===== config.mk =====
export PLATFORM = sky130hd
export DESIGN_NAME = btn_event_ctrl
export DESIGN_NICKNAME = d
export VERILOG_FILES = /design/src/rtl/btn_event_ctrl_pkg.sv /design/src/rtl/btn_event_ctrl_chan.sv /design/src/rtl/btn_event_ctrl.sv
export SDC_FILE = /design/constraint.sdc
export NUM_CORES = 1
export LEC_CHECK = 0
export BUFFER_PORTS_ARGS = -buffer_cell sky130_fd_sc_hd__buf_2
export CORE_ASPECT_RATIO = 1.4
export CORE_MARGIN = 1.5
export CORE_UTILIZATION = 30
export CTS_BUF_LIST = sky130_fd_sc_hd__clkbuf_16
export CTS_CLUSTER_SIZE = 10
export DETAILED_ROUTE_END_ITERATION = 12
export PLACE_DENSITY = 0.52
export SKIP_CTS_REPAIR_TIMING = 1
export SLEW_MARGIN = 10
export SYNTH_ARGS = -nofsm -noshare
export SYNTH_HDL_FRONTEND = slang
export SYNTH_SLANG_ARGS = --single-unit

===== constraint.sdc =====
create_clock -name clk -period 6 [get_ports clk]
set_input_delay 0.3 -clock clk [delete_from_list [all_inputs] [get_ports clk]]
set_output_delay 0.3 -clock clk [all_outputs]
set_load 0.005 [all_outputs]

===== src/rtl/btn_event_ctrl_pkg.sv =====
// Shared encodings and width helpers for the front-panel button controller.
package btn_event_ctrl_pkg;

    localparam logic EVT_PRESS  = 1'b0;
    localparam logic EVT_REPEAT = 1'b1;

    localparam int DBC_W = 4;

    typedef enum logic [1:0] {
        ST_IDLE   = 2'd0,
        ST_HOLD   = 2'd1,
        ST_REPEAT = 2'd2
    } btn_state_t;

    function automatic int hold_w(input int delay, input int rate);
        int m;
        m = (delay > rate) ? delay : rate;
        return $clog2(m + 1);
    endfunction

    function automatic int div_w(input int div);
        return (div > 2) ? $clog2(div) : 1;
    endfunction

endpackage


===== src/rtl/btn_event_ctrl_chan.sv =====
// One button: 2-flop sync, tick-sampled integrating debounce, press/hold/repeat FSM.
module btn_chan
    import btn_event_ctrl_pkg::*;
#(
    parameter int STABLE_CNT   = 4,
    parameter int REPEAT_DELAY = 50,
    parameter int REPEAT_RATE  = 10
) (
    input  logic clk,
    input  logic rst,
    input  logic i_raw,
    input  logic i_tick,
    output logic o_level,
    output logic o_evt,
    output logic o_evt_kind
);

    localparam int HW = hold_w(REPEAT_DELAY, REPEAT_RATE);
    localparam logic [DBC_W-1:0] STABLE_V = DBC_W'(STABLE_CNT);
    localparam logic [HW-1:0]    DELAY_V  = HW'(REPEAT_DELAY);
    localparam logic [HW-1:0]    RATE_V   = HW'(REPEAT_RATE);

    logic             r_sync1, r_sync2, r_level;
    logic [DBC_W-1:0] r_cnt;
    logic [HW-1:0]    r_hold;
    btn_state_t       r_state;
    logic             r_evt, r_kind;

    logic             w_flip, w_level_nxt;
    logic [HW-1:0]    w_hold_inc;

    // The FSM looks at the level being written this tick, so a press is
    // reported on the same tick the debouncer accepts it.
    assign w_flip      = (r_sync2 != r_level) && (r_cnt >= STABLE_V - 1'b1);
    assign w_level_nxt = r_level ^ (i_tick & w_flip);
    assign w_hold_inc  = (r_hold == '1) ? r_hold : r_hold + 1'b1;

    always_ff @(posedge clk) begin
        if (rst) begin
            r_sync1 <= 1'b0;
            r_sync2 <= 1'b0;
            r_level <= 1'b0;
            r_cnt   <= '0;
        end else begin
            r_sync1 <= i_raw;
            r_sync2 <= r_sync1;
            if (i_tick) begin
                if (r_sync2 == r_level) begin
                    r_cnt <= '0;
                end else if (w_flip) begin
                    r_level <= ~r_level;
                    r_cnt   <= '0;
                end else if (r_cnt != '1) begin
                    r_cnt <= r_cnt + 1'b1;
                end
            end
        end
    end

    always_ff @(posedge clk) begin
        if (rst) begin
            r_state <= ST_IDLE;
            r_hold  <= '0;
            r_evt   <= 1'b0;
            r_kind  <= EVT_PRESS;
        end else begin
            r_evt <= 1'b0;
            if (i_tick) begin
                case (r_state)
                    ST_IDLE: begin
                        if (w_level_nxt && !r_level) begin
                            r_evt   <= 1'b1;
                            r_kind  <= EVT_PRESS;
                            r_state <= ST_HOLD;
                            r_hold  <= '0;
                        end
                    end
                    ST_HOLD: begin
                        if (!w_level_nxt) begin
                            r_state <= ST_IDLE;
                        end else if (w_hold_inc >= DELAY_V) begin
                            r_evt   <= 1'b1;
                            r_kind  <= EVT_REPEAT;
                            r_state <= ST_REPEAT;
                            r_hold  <= '0;
                        end else begin
                            r_hold <= w_hold_inc;
                        end
                    end
                    ST_REPEAT: begin
                        if (!w_level_nxt) begin
                            r_state <= ST_IDLE;
                        end else if (w_hold_inc >= RATE_V) begin
                            r_evt  <= 1'b1;
                            r_kind <= EVT_REPEAT;
                            r_hold <= '0;
                        end else begin
                            r_hold <= w_hold_inc;
                        end
                    end
                    default: r_state <= ST_IDLE;
                endcase
            end
        end
    end

    assign o_level    = r_level;
    assign o_evt      = r_evt;
    assign o_evt_kind = r_kind;

endmodule


===== src/rtl/btn_event_ctrl.sv =====
// Button front end: shared sample tick, per-button channels, pending bits and
// a fixed-priority arbiter feeding one valid/ready event channel.
module btn_event_ctrl
    import btn_event_ctrl_pkg::*;
#(
    parameter int N_BTN        = 4,
    parameter int TICK_DIV     = 50000,
    parameter int STABLE_CNT   = 4,
    parameter int REPEAT_DELAY = 50,
    parameter int REPEAT_RATE  = 10
) (
    input  logic             clk,
    input  logic             rst,
    input  logic [N_BTN-1:0] i_btn_raw,
    output logic [N_BTN-1:0] o_btn_level,
    output logic             o_event_valid,
    output logic [2:0]       o_event_id,
    output logic             o_event_kind,
    input  logic             i_event_ready,
    output logic             o_event_drop
);

    localparam int DIV_W = div_w(TICK_DIV);

    logic [DIV_W-1:0] r_div;
    logic             w_tick;

    logic [N_BTN-1:0] w_level, w_evt, w_evt_kind;
    logic [N_BTN-1:0] r_pend, r_kind, w_grab;
    logic             r_valid, r_okind, r_drop;
    logic [2:0]       r_id;
    logic             w_any, w_grab_kind;
    logic [2:0]       w_grab_id;

    assign w_tick = (r_div == DIV_W'(TICK_DIV - 1));

    always_ff @(posedge clk) begin
        if (rst) r_div <= '0;
        else     r_div <= w_tick ? '0 : r_div + 1'b1;
    end

    for (genvar g = 0; g < N_BTN; g++) begin : g_chan
        btn_chan #(
            .STABLE_CNT  (STABLE_CNT),
            .REPEAT_DELAY(REPEAT_DELAY),
            .REPEAT_RATE (REPEAT_RATE)
        ) u_chan (
            .clk       (clk),
            .rst       (rst),
            .i_raw     (i_btn_raw[g]),
            .i_tick    (w_tick),
            .o_level   (w_level[g]),
            .o_evt     (w_evt[g]),
            .o_evt_kind(w_evt_kind[g])
        );
    end

    // Lowest pending index wins; a grab only happens while the channel is idle.
    always_comb begin
        w_any       = 1'b0;
        w_grab      = '0;
        w_grab_id   = '0;
        w_grab_kind = EVT_PRESS;
        for (int i = 0; i < N_BTN; i++) begin
            if (r_pend[i] && !w_any) begin
                w_any       = 1'b1;
                w_grab_id   = 3'(i);
                w_grab_kind = r_kind[i];
                w_grab[i]   = !r_valid;
            end
        end
    end

    always_ff @(posedge clk) begin
        if (rst) begin
            r_pend  <= '0;
            r_kind  <= '0;
            r_valid <= 1'b0;
            r_id    <= '0;
            r_okind <= EVT_PRESS;
            r_drop  <= 1'b0;
        end else begin
            r_drop <= |(w_evt & r_pend & ~w_grab);
            for (int i = 0; i < N_BTN; i++) begin
                if (w_evt[i]) begin
                    r_pend[i] <= 1'b1;
                    // Coalescing keeps a press rather than letting a repeat hide it.
                    if (r_pend[i] && !w_grab[i])
                        r_kind[i] <= (r_kind[i] == EVT_PRESS || w_evt_kind[i] == EVT_PRESS)
                                     ? EVT_PRESS : EVT_REPEAT;
                    else
                        r_kind[i] <= w_evt_kind[i];
                end else if (w_grab[i]) begin
                    r_pend[i] <= 1'b0;
                end
            end
            if (r_valid) begin
                if (i_event_ready) r_valid <= 1'b0;
            end else if (w_any) begin
                r_valid <= 1'b1;
                r_id    <= w_grab_id;
                r_okind <= w_grab_kind;
            end
        end
    end

    assign o_btn_level   = w_level;
    assign o_event_valid = r_valid;
    assign o_event_id    = r_id;
    assign o_event_kind  = r_okind;
    assign o_event_drop  = r_drop;

endmodule


==> reports/qor.csv, run 1 <==
metric,value,unit
status,finished clean,
Layout Area Growth over Synthesis,9.07,%
DR DRC count,0,
P_leak,0.00215,uW
CTS tree,done,
fmax,0.304,GHz
share of post-route cells with drive strength above 1,7.54,%
Post-DRT Antenna Nets,0,
Crit path depth,11,
Synth Cell Area,5380,sq um
clk sink count,97,
drt wl/cell,13.8,um
"Req. time, crit path",6.25,ns
register cell area after layout,1940,sq um
Top delay family on crit path,simple AND/OR/NAND/NOR gates,
final worst path period share,54.8,%
max-slew violation count,0,
Worst Path Max Fanout,8,
Worst VDD drop,0.138,mV
Bufs and invs on worst path,0,
unrepaired setup endpoints after global routing,no,
die width,116,um
Clock Path Buffers,2,
"flops & latches, synth",97,
Unique masters post-synth,68,
H-tree Lvls,3,
pwr dens,205,nW/um^2
"Async S/R FF share, synth",0,%
Post-Synthesis Cells,654,
critical path class,reg2reg,
port buffer count,15,
register area share after synthesis,36.1,%
TritonRoute pass-1 iters,4,
insertion delay to the later sink of the worst-skew pair,0.35,ns
CP Launch Type,register,
syn_nets,690,
"Remaining Overflow, GRT",0,
initial antenna violation count,0,
Die Ht,161,um
relative slew slack,46.0,%
Initial Util,30.8,%
vias per cell,5.18,
CP Cell Sequence,"nor4_4, and3_1, nand2_1, nor3b_1, ha_1, o21a_1, nor2_1, nand4_1, a211oi_4, o22ai_1, a2111oi_2",
Final setup viols,0,
FF-to-FF Start,r_div[4],
multi-input logic area,3150,sq um
depth of the most critical reg-to-reg path,11,
Crit path arrival time,3.54,ns
max cap viols,0,
fin crit period,3.29,ns
DP Wirelength,8750,um
ant diodes,0,
largest net degree at the start of global routing,62,
Worst Hold Class,in2reg,
# rows,57,
nets@finish,681,
drt total wl,12300,um
max incr delay on CP,0.39,ns
number of global-route vias before repair,4402,
vias,4586,
Starting DRT DRC Count,208,
share of the synthesized area in the top cell type,36.1,%
first-pass GRT wire length,20600,um
CP startpoint,r_div[4],
"top cells by area, synth","dfxtp_1 36%, ha_1 6.7%, a21oi_1 4.7%",
endpoints failing hold,0,
number of flops mapped to enable cells by yosys,0,
"Slowest-stage cell, CP",a211oi_4,
final setup TNS,0,ns
post-synth top area cell,dfxtp_1,
CTS Root Cell,clkbuf_16,
Final GP Congestion,0.819,
"most common cell after layout, fill and taps aside",dfxtp_1,
CP Capture Type,register,
Yosys warnings,0,
Least-Margin Pin Slew,0.809,ns
Clock transition at path regs,0.07,ns
HP Start,i_btn_raw[0],
DIE AREA,18800,sq um
Boundary Pins,17,
Syn Area/Cell,8.22,sq um
fill cell count,1810,
Layout Skew,0.00630,ns
number of CTS-inserted buffers,9,
Layout Utilization,33.6,%
GRT Resource Usage Total,13.6,%
ys flop type,dfxtp_1,
"commonest non-fill, non-tap cells in the layout","97 x dfxtp_1, 64 x nor2_1, 50 x a21oi_1",
core footprint,17500,sq um
hold path depth,2,
## where the power goes
part	internal [uW]	switching, uW	leakage, uW
clock	277	254	0.000131
sequential	648	1.97	0.000783
combinational	6.17	15.1	0.00124
## cell type report
| cell class | instances | share of cell area [%] |
|---|---|---|
| repair buffers | 17 | 1.54 |
| well taps | 236 | 5.03 |
| multi-input cells | 486 | 53.6 |
| clock buffers | 9 | 3.84 |
| clock inverters | 7 | 0.682 |
| inverters | 34 | 2.18 |
| flip-flops and latches | 97 | 33.1 |
## Yosys cell counts (8+ instances only)
| library cell | n |
|---|---|
| xnor2_1 | 11 |
| inv_1 | 34 |
| xor2_1 | 11 |
| nor2b_1 | 15 |
| dfxtp_1 | 97 |
| clkbuf_1 | 27 |
| a31oi_1 | 9 |
| a21oi_1 | 50 |
| nor2_1 | 64 |
| ha_1 | 29 |
| and3_1 | 34 |
| o21ai_0 | 28 |
| nor3_1 | 22 |
| a211oi_1 | 8 |
| nand4_1 | 10 |
| nand2_1 | 48 |
| nor3b_1 | 8 |
| or3_1 | 8 |
| nand3_1 | 23 |
## kinds of logic after synthesis
family,Yosys count,share of synthesized area [%]
XOR/XNOR,22,3.58
multiplexers,7,1.35
AND/OR/NAND/NOR,268,26.7
other,1,0.0697
AO/OA/AOI/OAI,159,20.1
buffers and inverters,71,5.40
flip-flops,97,36.1
adder cells (fa/ha/maj),29,6.75
## path summary, 6_finish.rpt
check | endpoint | slack, ns
min reg2reg | g_chan[3].u_chan.r_sync2 | 0.44
max reg2reg | g_chan[1].u_chan.r_hold[2] | 2.71
min | g_chan[0].u_chan.r_sync1 | 0.15
max | g_chan[1].u_chan.r_hold[2] | 2.71
## flip-flops by register name, summed over array words and instances (netlist names)
| signal | count |
|---|---|
| g_chan.u_chan.o_evt | 4 |
| g_chan.u_chan.o_evt_kind | 4 |
| g_chan.u_chan.o_level | 4 |
| g_chan.u_chan.r_cnt | 16 |
| g_chan.u_chan.r_hold | 24 |
| g_chan.u_chan.r_state | 8 |
| g_chan.u_chan.r_sync1 | 4 |
| g_chan.u_chan.r_sync2 | 4 |
| o_event_drop | 1 |
| o_event_id | 2 |
| o_event_kind | 1 |
| o_event_valid | 1 |
| r_div | 16 |
| r_kind | 4 |
| r_pend | 4 |
## metal layers
metal  wire (um)  GRT usage [%]  vias up
met5           0              0        -
li1            -              -     2341
met1        5350           15.3     2160
met2        6260           24.5       62
met4         328           6.10        0
met3         321           2.66       23
## per-stage QoR
| stage | setup WS, ns | total power (uW) | instance area (sq um) | instances | hold slack (ns) |
|---|---|---|---|---|---|
| finish | 2.71 | 1200 | 5870 | 886 | 0.153 |
| global placement | 2.78 | 686 | 5600 | 870 | 0.419 |
| CTS | 2.68 | 1220 | 5870 | 886 | 0.142 |
| detailed placement | 2.70 | 686 | 5600 | 870 | 0.424 |
| floorplan | 3.06 | 679 | 5380 | 654 | 0.413 |
| global route | 2.36 | 1250 | 5870 | 886 | 0.157 |
Power figures use the tool's default switching activity.
==> inputs of run 2 (changes only) <==
Clock period 6 ns to 3.39 ns, I/O delays scaled along.
==> run 2 against run 1 <==
Clock skew up 0.0024 ns. Wire length up 1.3%. Combinational power up 81%. Hold slack worse by 0.12 ns. Highest routed layer unchanged. Count of clock-buffer cells in the layout unchanged.
==> reports/qor.csv, run 2 (synthesis gave the netlist of run 1 again) <==
metric,value,unit
DIE AREA,18800,sq um
fmax,0.324,GHz
max incr delay on CP,0.38,ns
pwr dens,361,nW/um^2
Die Ht,161,um
DR DRC count,0,
biggest regs,"g_chan.u_chan.r_hold x24, g_chan.u_chan.r_cnt x16, r_div x16",
number of CTS-inserted buffers,9,
"commonest non-fill, non-tap cells in the layout","97 x dfxtp_1, 64 x nor2_1, 50 x a21oi_1",
vias per cell,5.14,
Bufs and invs on worst path,1,
post-route cell area,5930,sq um
initial antenna violation count,0,
number of global-route vias before repair,4586,
CTS tree,done,
Boundary Pins,17,
clk sink count,97,
drt total wl,12400,um
max cap viols,0,
endpoints failing hold,0,
P_leak,0.00219,uW
"Req. time, crit path",3.63,ns
relative slew slack,53.4,%
"Remaining Overflow, GRT",0,
nets@finish,687,
Clock Path Buffers,2,
Final setup viols,0,
"Slowest-stage cell, CP",nor4_4,
max-slew violation count,0,
TritonRoute pass-1 iters,5,
DP Area,5640,sq um
"most common cell after layout, fill and taps aside",dfxtp_1,
ant diodes,0,
Initial Util,30.8,%
first-pass GRT wire length,21200,um
Starting DRT DRC Count,241,
final worst path period share,91.1,%
Final GP Congestion,0.866,
final setup TNS,0,ns
# rows,57,
DP Wirelength,8990,um
CP Launch Type,register,
die width,116,um
unrepaired setup endpoints after global routing,no,
H-tree Lvls,3,
final non-filler cell total,892,
drt wl/cell,13.9,um
vias,4588,
Layout Skew,0.00868,ns
Crit path arrival time,3.33,ns
Post-DRT Antenna Nets,0,
CP Cell Sequence,"nor4_4, and3_1, nand2_1, buf_4, nor3b_2, ha_1, o21ai_0, nand2b_1, nor3_1, and2_1, o221ai_1, a221oi_1",
"Worst Setup Slack, final",0.303,ns
Worst Path Max Fanout,5,
overall power,2140,uW
Worst VDD drop,0.208,mV
Layout Area Growth over Synthesis,10.2,%
status,finished clean,
core footprint,17500,sq um
Worst Hold Class,in2reg,
port buffer count,15,
CTS Root Cell,clkbuf_16,
Reg with most FFs,g_chan.u_chan.r_hold,
Top delay family on crit path,simple AND/OR/NAND/NOR gates,
fin crit period,3.09,ns
critical path class,reg2reg,
Least-Margin Pin Slew,0.698,ns
Clock transition at path regs,0.07,ns
largest net degree at the start of global routing,61,
Placement Setup Slack,0.156,ns
max reg flops,24,
share of post-route cells with drive strength above 1,8.99,%
fill cell count,1821,
insertion delay to the later sink of the worst-skew pair,0.34,ns
Placed Cells,875,
GRT Resource Usage Total,13.9,%
CP Capture Type,register,
-- run 2: cell count changes in the layout (fill, tap and decap cells not counted), moves of 2 or more --
cell	delta
clkinvlp_4	-2
nor3b_1	-2
clkinv_2	+2
inv_6	+3
buf_4	+6
nor3b_2	+2
-- run 2: final timing paths --
kind                       startpoint                         end  slack, ns  cells past startpoint
max                          r_div[4]  g_chan[2].u_chan.r_hold[2]       0.30                     12
min                      i_btn_raw[3]    g_chan[3].u_chan.r_sync1       0.03                      2
max reg2reg                  r_div[4]  g_chan[2].u_chan.r_hold[2]       0.30                     12
min reg2reg  g_chan[3].u_chan.r_sync1    g_chan[3].u_chan.r_sync2       0.44                      1
-- run 2: per-stage QoR --
stage,hold WS (ns),util (%)
2_1_floorplan,0.298,-
3_3_place_gp,0.384,32.3
3_5_place_dp,0.387,32.3
4_1_cts,0.0252,33.8
5_1_grt,0.0416,33.9
6_report,0.0325,33.9
-- run 2: per-layer routing --
layer	up-vias	track usage [%]	share of wire (%)
met1	2185	15.7	44
met3	19	1.95	1.7
met5	-	0	0
met4	0	5.76	2.7
li1	2342	-	-
met2	42	25.5	52
-- run 2: layout make-up --
class	count	area, sq um	area share, %
clock inverter	7	45.0	0.760
inverter	34	128	2.15
clock buffer	9	225	3.80
tap	236	295	4.98
timing repair buffer	23	135	2.28
sequential	97	1940	32.8
multi-input combinational	486	3160	53.3
-- run 2: report_power, final --
group / internal [uW] / total [uW] / switching (uW)
sequential: 1150 / 1150 / 3.50
clock: 499 / 951 / 451
combinational: 11.8 / 38.6 / 26.9
==> inputs of run 3 (changes only) <==
Settings changed: CORE_UTILIZATION 30 to 56, PLACE_DENSITY 0.52 to 0.84.
Clock period 3.39 ns to 2.5 ns, I/O delays scaled along.
==> run 3 against run 2 <==
The run now ends with hold timing, setup timing left. Clock power rose by 43%. Combinational power increased by 52%. Total power is 39% higher. Critical endpoint is now g_chan[1].u_chan.r_hold[4]. Register-to-register slack lost 0.49 ns. Via count grew 7.8%. Highest routed layer unchanged.
==> reports/qor.csv, run 3 (synthesis gave the netlist of run 1 again) <==
metric,value,unit
final hold slack,-0.0148,ns
Boundary Pins,17,
initial antenna violation count,0,
nets@finish,732,
Gate power share,2.0,%
DP Area,5820,sq um
final setup TNS,-1.14,ns
vias per cell,6.10,
max-slew violation count,0,
CP Capture Type,register,
"Worst Setup Slack, final",-0.184,ns
clk sink count,97,
R2R setup slack,-0.18,ns
Sw Share,21.4,%
max reg flops,24,
FF-to-FF Start,r_div[10],
Crit path arrival time,2.93,ns
final worst path period share,107,%
largest net degree at the start of global routing,61,
biggest regs,"g_chan.u_chan.r_hold x24, g_chan.u_chan.r_cnt x16, r_div x16",
fill cell count,705,
CP Launch Type,register,
H-tree Lvls,3,
register cell area after layout,1940,sq um
status,"finished, violations left",
multi-input logic area,3340,sq um
"commonest non-fill, non-tap cells in the layout","95 x dfxtp_1, 61 x nor2_1, 50 x buf_4",
Die Ht,119,um
Post-DRT Antenna Nets,0,
fmax,0.373,GHz
first-pass GRT wire length,21000,um
die width,85.8,um
drt wl/cell,15.7,um
# rows,42,
Least-Margin Pin Slew,0.685,ns
critical path class,reg2reg,
unrepaired setup endpoints after global routing,yes,
HP Start,i_btn_raw[3],
Power Internal,2340,uW
Starting DRT DRC Count,341,
core footprint,9410,sq um
Worst VDD drop,0.307,mV
DP Wirelength,8670,um
failing checks,"hold timing, setup timing",
sequential share of power,52.4,%
depth of the most critical reg-to-reg path,11,
Final GP Congestion,0.918,
Initial Util,57.2,%
Hold Crit Endpoint,g_chan[3].u_chan.r_sync1,
CTS Root Cell,clkbuf_16,
insertion delay to the later sink of the worst-skew pair,0.35,ns
ant diodes,0,
"most common cell after layout, fill and taps aside",dfxtp_1,
P_leak,0.00247,uW
Layout Skew,0.00799,ns
Reg with most FFs,g_chan.u_chan.r_hold,
final non-filler cell total,811,
TritonRoute pass-1 iters,6,
number of global-route vias before repair,4762,
fin crit period,2.68,ns
relative slew slack,54.4,%
GRT Resource Usage Total,25.2,%
share of post-route cells with drive strength above 1,19.1,%
"Remaining Overflow, GRT",0,
Clock transition at path regs,0.07,ns
DIE AREA,10200,sq um
DR DRC count,0,
R2R Path End,g_chan[1].u_chan.r_hold[4],
Clock Power Share,45.6,%
Layout Utilization,67.3,%
max cap viols,0,
CTS tree,done,
NetSw,636,uW
Worst Hold Class,in2reg,
port buffer count,15,
Layout Area Growth over Synthesis,17.6,%
vias,4945,
Final setup viols,12,
endpoints failing hold,3,
Clock Path Buffers,2,
post-route cell area,6330,sq um
"Req. time, crit path",2.75,ns
Worst Path Max Fanout,6,
number of CTS-inserted buffers,9,
pwr dens,470,nW/um^2
drt total wl,12700,um
hold path depth,2,
Placed Cells,789,
-- run 3: per-layer routing --
metal | track usage (%) | vias to the layer above | part of all wire, %
met2 | 43.8 | 127 | 52
met5 | 0 | - | 0
met4 | 12.5 | 0 | 3.5
met1 | 28.8 | 2347 | 42
met3 | 5.41 | 32 | 3.2
li1 | - | 2439 | -
-- run 3: final cells by class --
class | instances | area share (%)
multi-input cells | 486 | 52.9
flip-flops and latches | 97 | 30.7
repair buffers | 68 | 7.63
inverters | 34 | 2.02
well taps | 110 | 2.18
clock inverters | 7 | 1.01
clock buffers | 9 | 3.56
-- run 3: per-stage QoR --
step / setup WS, ns / total power [uW]
floorplan: -0.172 / 1630
global placement: -0.0708 / 1650
detailed placement: -0.132 / 1650
CTS: -0.188 / 2980
global route: -0.369 / 3060
finish: -0.184 / 2980
-- run 3: worst max path at each step --
stage | slack, ns | to | startpoint
floorplan | -0.17 | g_chan[1].u_chan.r_hold[4] | r_div[10]
finish | -0.18 | g_chan[1].u_chan.r_hold[4] | r_div[10]
detailed placement | -0.13 | g_chan[2].u_chan.o_evt_kind | r_div[10]
CTS | -0.19 | g_chan[2].u_chan.r_hold[2] | r_div[10]
global placement | -0.07 | g_chan[1].u_chan.r_hold[5] | r_div[10]
global route | -0.37 | g_chan[1].u_chan.r_hold[4] | r_div[10]
-- run 3: power groups by stage --
stage	Sequential [uW]	Clock [uW]	Combinational (uW)
after floorplan	1590	0	37.4
final	1560	1360	58.8
after global placement	1590	0	53.1
after global routing	1560	1440	65.3
after detailed placement	1590	0	54.9
after CTS	1560	1370	56.6
-- run 3: worst max-delay path: stages (launching register included) --
cell       delay, ns
dfxtp_2         0.33
nor4_4          0.27
and3_4          0.24
nand2_4         0.08
nor3b_4         0.19
ha_1            0.27
o21a_1          0.14
nor2_2          0.10
nand4_1         0.15
a211oi_4        0.36
a21oi_1         0.14
a2111oi_2       0.29
